[config.mk]
export PLATFORM = sky130hd
export DESIGN_NAME = alu_issue_stage
export DESIGN_NICKNAME = d
export VERILOG_FILES = /design/src/rtl/alu_defs_pkg.sv /design/src/rtl/alu_issue_decode.sv /design/src/rtl/alu_issue_stage.sv
export SDC_FILE = /design/constraint.sdc
export NUM_CORES = 1
export LEC_CHECK = 0
export BUFFER_PORTS_ARGS = -buffer_cell sky130_fd_sc_hd__buf_2
export CORE_MARGIN = 10
export CORE_UTILIZATION = 30
export DETAILED_ROUTE_END_ITERATION = 8
export GPL_TIMING_DRIVEN = 1
export PLACE_DENSITY_LB_ADDON = 0.08
export REMOVE_ABC_BUFFERS = 1
export SYNTH_ARGS = -nofsm -noshare
export SYNTH_HDL_FRONTEND = slang
export SYNTH_SLANG_ARGS = --single-unit
[constraint.sdc]
create_clock -name Clk -period 5.8 [get_ports Clk]
set_clock_uncertainty 0.05 [all_clocks]
set_input_delay 0.87 -clock Clk [delete_from_list [all_inputs] [get_ports Clk]]
set_output_delay 0.87 -clock Clk [all_outputs]
set_load 0.05 [all_outputs]
[src/rtl/alu_defs_pkg.sv]
// Shared ALU op codes, MIPS opcode/funct constants and the issue payload type.
package alu_defs_pkg;

    typedef enum logic [3:0] {
        ALU_AND  = 4'b0000,
        ALU_OR   = 4'b0001,
        ALU_ADD  = 4'b0010,
        ALU_SLL  = 4'b0011,
        ALU_SRL  = 4'b0100,
        ALU_SUB  = 4'b0110,
        ALU_SLT  = 4'b0111,
        ALU_ADDU = 4'b1000,
        ALU_SUBU = 4'b1001,
        ALU_XOR  = 4'b1010,
        ALU_SLTU = 4'b1011,
        ALU_NOR  = 4'b1100,
        ALU_SRA  = 4'b1101,
        ALU_LUI  = 4'b1110
    } alu_op_e;

    localparam logic [5:0] OP_RTYPE = 6'h00;
    localparam logic [5:0] OP_BEQ   = 6'h04;
    localparam logic [5:0] OP_ADDI  = 6'h08;
    localparam logic [5:0] OP_ADDIU = 6'h09;
    localparam logic [5:0] OP_SLTI  = 6'h0A;
    localparam logic [5:0] OP_SLTIU = 6'h0B;
    localparam logic [5:0] OP_ANDI  = 6'h0C;
    localparam logic [5:0] OP_ORI   = 6'h0D;
    localparam logic [5:0] OP_XORI  = 6'h0E;
    localparam logic [5:0] OP_LUI   = 6'h0F;
    localparam logic [5:0] OP_LW    = 6'h23;
    localparam logic [5:0] OP_SW    = 6'h2B;

    localparam logic [5:0] F_SLL  = 6'h00;
    localparam logic [5:0] F_SRL  = 6'h02;
    localparam logic [5:0] F_SRA  = 6'h03;
    localparam logic [5:0] F_SLLV = 6'h04;
    localparam logic [5:0] F_SRLV = 6'h06;
    localparam logic [5:0] F_SRAV = 6'h07;
    localparam logic [5:0] F_ADD  = 6'h20;
    localparam logic [5:0] F_ADDU = 6'h21;
    localparam logic [5:0] F_SUB  = 6'h22;
    localparam logic [5:0] F_SUBU = 6'h23;
    localparam logic [5:0] F_AND  = 6'h24;
    localparam logic [5:0] F_OR   = 6'h25;
    localparam logic [5:0] F_XOR  = 6'h26;
    localparam logic [5:0] F_NOR  = 6'h27;
    localparam logic [5:0] F_SLT  = 6'h2A;
    localparam logic [5:0] F_SLTU = 6'h2B;

    typedef struct packed {
        alu_op_e     ctrl;
        logic [31:0] bus_a;
        logic [31:0] bus_b;
        logic [4:0]  write_reg;
        logic        reg_write;
        logic        illegal;
    } issue_payload_t;

    localparam issue_payload_t PAYLOAD_ILLEGAL = '{
        ctrl: ALU_AND, bus_a: '0, bus_b: '0, write_reg: '0, reg_write: 1'b0, illegal: 1'b1
    };

endpackage

[src/rtl/alu_issue_decode.sv]
// Combinational MIPS decode to ALU op, operands and destination.
// ALU_ISSUE_VARSHIFT_EN enables SLLV/SRLV/SRAV decode.
module alu_issue_decode
    import alu_defs_pkg::*;
(
    input  logic [31:0]    Instr,
    input  logic [31:0]    RsData,
    input  logic [31:0]    RtData,
    output issue_payload_t Next
);

    logic [5:0]  opcode;
    logic [5:0]  funct;
    logic [4:0]  rt;
    logic [4:0]  rd;
    logic [4:0]  shamt;
    logic [15:0] imm;
    logic [31:0] sext;
    logic [31:0] zext;
    logic        unused_rs;

    assign opcode    = Instr[31:26];
    assign rt        = Instr[20:16];
    assign rd        = Instr[15:11];
    assign shamt     = Instr[10:6];
    assign funct     = Instr[5:0];
    assign imm       = Instr[15:0];
    assign sext      = {{16{imm[15]}}, imm};
    assign zext      = {16'b0, imm};
    // Operand A comes from RsData; the rs field itself is the register-file's concern.
    assign unused_rs = ^Instr[25:21];

    always_comb begin
        Next = '0;
        case (opcode)
            OP_RTYPE: begin
                Next.bus_a     = RsData;
                Next.bus_b     = RtData;
                Next.write_reg = rd;
                Next.reg_write = 1'b1;
                case (funct)
                    F_ADD:  Next.ctrl = ALU_ADD;
                    F_ADDU: Next.ctrl = ALU_ADDU;
                    F_SUB:  Next.ctrl = ALU_SUB;
                    F_SUBU: Next.ctrl = ALU_SUBU;
                    F_AND:  Next.ctrl = ALU_AND;
                    F_OR:   Next.ctrl = ALU_OR;
                    F_XOR:  Next.ctrl = ALU_XOR;
                    F_NOR:  Next.ctrl = ALU_NOR;
                    F_SLT:  Next.ctrl = ALU_SLT;
                    F_SLTU: Next.ctrl = ALU_SLTU;
                    // ALU shifts BusB by BusA, so the shift amount rides on A.
                    F_SLL: begin Next.ctrl = ALU_SLL; Next.bus_a = {27'b0, shamt}; end
                    F_SRL: begin Next.ctrl = ALU_SRL; Next.bus_a = {27'b0, shamt}; end
                    F_SRA: begin Next.ctrl = ALU_SRA; Next.bus_a = {27'b0, shamt}; end
`ifdef ALU_ISSUE_VARSHIFT_EN
                    F_SLLV: begin Next.ctrl = ALU_SLL; Next.bus_a = {27'b0, RsData[4:0]}; end
                    F_SRLV: begin Next.ctrl = ALU_SRL; Next.bus_a = {27'b0, RsData[4:0]}; end
                    F_SRAV: begin Next.ctrl = ALU_SRA; Next.bus_a = {27'b0, RsData[4:0]}; end
`endif
                    default: Next = PAYLOAD_ILLEGAL;
                endcase
            end
            OP_ADDI, OP_ADDIU, OP_SLTI, OP_SLTIU, OP_LW, OP_SW: begin
                Next.bus_a     = RsData;
                Next.bus_b     = sext;
                Next.write_reg = rt;
                Next.reg_write = (opcode != OP_SW);
                case (opcode)
                    OP_ADDIU: Next.ctrl = ALU_ADDU;
                    OP_SLTI:  Next.ctrl = ALU_SLT;
                    OP_SLTIU: Next.ctrl = ALU_SLTU;
                    default:  Next.ctrl = ALU_ADD;
                endcase
            end
            OP_ANDI, OP_ORI, OP_XORI, OP_LUI: begin
                Next.bus_a     = RsData;
                Next.bus_b     = zext;
                Next.write_reg = rt;
                Next.reg_write = 1'b1;
                case (opcode)
                    OP_ANDI: Next.ctrl = ALU_AND;
                    OP_ORI:  Next.ctrl = ALU_OR;
                    OP_XORI: Next.ctrl = ALU_XOR;
                    default: Next.ctrl = ALU_LUI;
                endcase
            end
            OP_BEQ: begin
                Next.ctrl      = ALU_SUB;
                Next.bus_a     = RsData;
                Next.bus_b     = RtData;
                Next.write_reg = rt;
            end
            default: Next = PAYLOAD_ILLEGAL;
        endcase
    end

endmodule

[src/rtl/alu_issue_stage.sv]
// ID/EX issue register: decoded ALU payload with valid/ready, flush and issue counter.
// Build option ALU_ISSUE_VARSHIFT_EN is handled in alu_issue_decode.
module alu_issue_stage
    import alu_defs_pkg::*;
#(
    parameter int unsigned CNT_W = 16
) (
    input  logic             Clk,
    input  logic             Rst,
    input  logic             InValid,
    output logic             InReady,
    input  logic [31:0]      Instr,
    input  logic [31:0]      RsData,
    input  logic [31:0]      RtData,
    input  logic             Flush,
    output logic             OutValid,
    input  logic             OutReady,
    output logic [3:0]       ALUCtrl,
    output logic [31:0]      BusA,
    output logic [31:0]      BusB,
    output logic [4:0]       WriteReg,
    output logic             RegWrite,
    output logic             IllegalInstr,
    output logic [CNT_W-1:0] IssueCount
);

    issue_payload_t nxt;
    issue_payload_t held;
    logic           accept;

    alu_issue_decode u_decode (
        .Instr  (Instr),
        .RsData (RsData),
        .RtData (RtData),
        .Next   (nxt)
    );

    assign InReady = !OutValid || OutReady;
    assign accept  = InValid && InReady && !Flush;

    always_ff @(posedge Clk) begin
        if (Rst) begin
            OutValid   <= 1'b0;
            held       <= '0;
            IssueCount <= '0;
        end else if (accept) begin
            OutValid   <= 1'b1;
            held       <= nxt;
            IssueCount <= IssueCount + 1'b1;
        end else if (Flush || OutReady) begin
            // Payload deliberately holds; only the valid bit drops.
            OutValid <= 1'b0;
        end
    end

    assign ALUCtrl      = held.ctrl;
    assign BusA         = held.bus_a;
    assign BusB         = held.bus_b;
    assign WriteReg     = held.write_reg;
    assign RegWrite     = held.reg_write;
    assign IllegalInstr = held.illegal;

endmodule

==> run metrics <==
status=finished clean; Crit Path Max Fanout=27; CP startpoint kind=primary input; WHS Path Cells=2; FFs w/ async S/R, synth=0%; core region area=around 0.012 sq mm; Slew Limit Headroom=21.9%; post-synthesis cell type count=46; DRT antenna net count=0; Synth Area per Inst=about 10 sq um; DR vias=3512; Rows=40; Worst-Margin Slew=1.17 ns; routed wire length=12.6 mm; layout cell share with drive strength beyond 1=39.2%; share of the synthesized area in the top cell type=about 49%; clock period minus worst slack=3.43 ns; htree depth=3; routability cong.=0.789; Cell Area, Placed=approximately 0.0048 sq mm; Initial Util=between 30% and 40%; Synth Register Bits=92; Crit. End Element=flip-flop; die height=approximately 130 microns; HP Class=reg -> reg; most frequent cells in the layout=buf_2, dfxtp_1, a22o_1; Hold Vio Cnt, Final=0; Max rail drop VDD=0.182 mV; flop-to-flop setup slack=3.35 ns; clk_lat worst skew=0.34 ns; Hold EP=IllegalInstr$_SDFFE_PP0P_; gr ovfl total=0; vias in the first global route=3542; R2R cell count=6; Post-CTS Setup Inserts=0; number of max-cap violations=0; Initial DRC Count=193; Tot Pwr=1.39 mW; clk sinks=92; setup TNS=0 ns; most common cell after layout, fill and taps aside=buf_2; Num CTS Buffers=9; die area=0.0173 sq mm; number of synthesized flops with an enable pin=0; Pre-antenna DRT Iters=4; CTS tree=yes; critical path class=in -> reg; Residual DRC=0; CP required=6.03 ns; IO buf count=188; Total GRT Usage=13.7%; die span in x=132 microns; largest cells by area after synthesis=dfxtp_1, a22o_1, a221o_1; Leak=approximately 2.5 nW; Root Driver=clkbuf_16; Antenna diodes=0; largest area contributor in the netlist=dfxtp_1; hold slack final=0.417 ns; WL/cell=17.7 microns; global-route wire length before repair=19.4 mm; Final WS setup=2.37 ns; pre-CTS setup slack=1.99 ns; Mapped Area=0.00373 sq mm; Post-CTS Hold Buffers=0; FF-to-FF End=BusA[18]$_SDFFE_PP0P_; Arrival @ worst endpoint=3.66 ns; final non-filler cell total=712; CTS clk-pin slew, worst paths=roughly 0.070 ns; PostCTS Resize Cnt=0; PwrDens=around 270 mW/mm^2; Final Setup Violations=0; routed vias/inst=4.93; cell count after synthesis=369; initial antenna violation count=0; final core utilization=42.0%; Final Slew Violations=0; nets=643; largest net degree at the start of global routing=35; Final Cell Area=approximately 0.0051 sq mm; Reg-to-Reg Start=OutValid$_SDFFE_PP0P_; I/O pin count=194; Detailed Place HPWL=9.35 mm; Achievable Freq=292 MHz; clock tree buffer depth=2; Area Growth Syn to Fin=36.4%; post-placement cell count=~700; sequential-to-total area share from yosys stat=49.4%; hold path start=IllegalInstr$_SDFFE_PP0P_; Synth Flop Type=dfxtp_1; synth warn=0; Final period util=59.1%; RSZ-0062 raised after global routing=no
cell type report:
type	instances	area, sq um
clock buffer	10	229
tap	168	210
multi-input combinational	242	1750
clock inverter	4	76.3
fill	1215	7020
sequential	92	1840
inverter	5	18.8
timing repair buffer	191	963
metal layers:
metal	track usage (%)	wire length, microns	vias to the layer above
met2	22.0	5890	120
li1	-	-	1732
met1	16.0	5500	1649
met5	0	0	-
met4	4.08	112	0
met3	6.40	1070	11
synthesized netlist by cell type (2+ instances only):
library cell and number:
nand2_1 13, o21bai_1 2, buf_6 4, o22a_1 2, o21a_1 3, and2_1 5
dfxtp_1 92, a22oi_1 7, nor3_1 10, a21oi_1 9, o21ai_0 9, nor4_1 4
o2bb2ai_1 5, o22ai_1 2, a2bb2oi_1 2, nor2_1 27, a22o_1 43, nand3_1 5
nand4_1 8, and3_1 3, inv_1 5, clkbuf_1 23, a211oi_1 2, a21o_1 16
nand2b_1 6, nor2b_1 4, buf_2 3, xnor2_1 4, mux2i_1 3, o221ai_1 2
a221o_1 21, xor2_1 11
state kept, by name, summed over array words and instances (netlist names):
register and flops:
ALUCtrl 4, IllegalInstr 1, BusA 32, WriteReg 5, BusB 32, RegWrite 1
OutValid 1, IssueCount 16
cell families (layout without fill, tap and decap cells):
kind of cell	Yosys count	in the layout	share of synthesized area [%]
buffers and inverters	35	210	4.43
muxes	4	4	1.11
AOI/OAI and AO/OA	129	129	28.0
adders and majority gates	1	1	0.335
xor gates and xnor gates	15	15	3.52
DFF	92	92	49.4
and+or+nand+nor	93	93	13.2
worst max path at each step:
stage / from / end / slack [ns] / cells after the start
final: Instr[26] / BusA[18]$_SDFFE_PP0P_ / 2.37 / 7
after global routing: Instr[26] / BusA[20]$_SDFFE_PP0P_ / 2.24 / 7
after CTS: Instr[26] / BusA[18]$_SDFFE_PP0P_ / 2.34 / 7
after detailed placement: Instr[26] / BusA[20]$_SDFFE_PP0P_ / 1.99 / 7
after global placement: Instr[26] / BusA[11]$_SDFFE_PP0P_ / 2.05 / 7
after floorplan: OutReady / BusB[0]$_SDFFE_PP0P_ / 1.91 / 5
critical path: stages:
cell	delay (ns)
buf_2	0.15
or4_4	0.56
or4_1	0.55
o22a_1	0.27
nor3_4	0.83
buf_4	0.29
a22o_1	0.13
where the power goes:
part	total (mW)	leakage (nW)	switching, mW	internal, mW
combinational	0.135	1.61	0.0867	0.0479
sequential	0.644	0.743	0.00471	0.640
clock	0.616	0.145	0.242	0.374
total	1.39	2.49	0.333	1.06
Power figures use the tool's default switching activity.
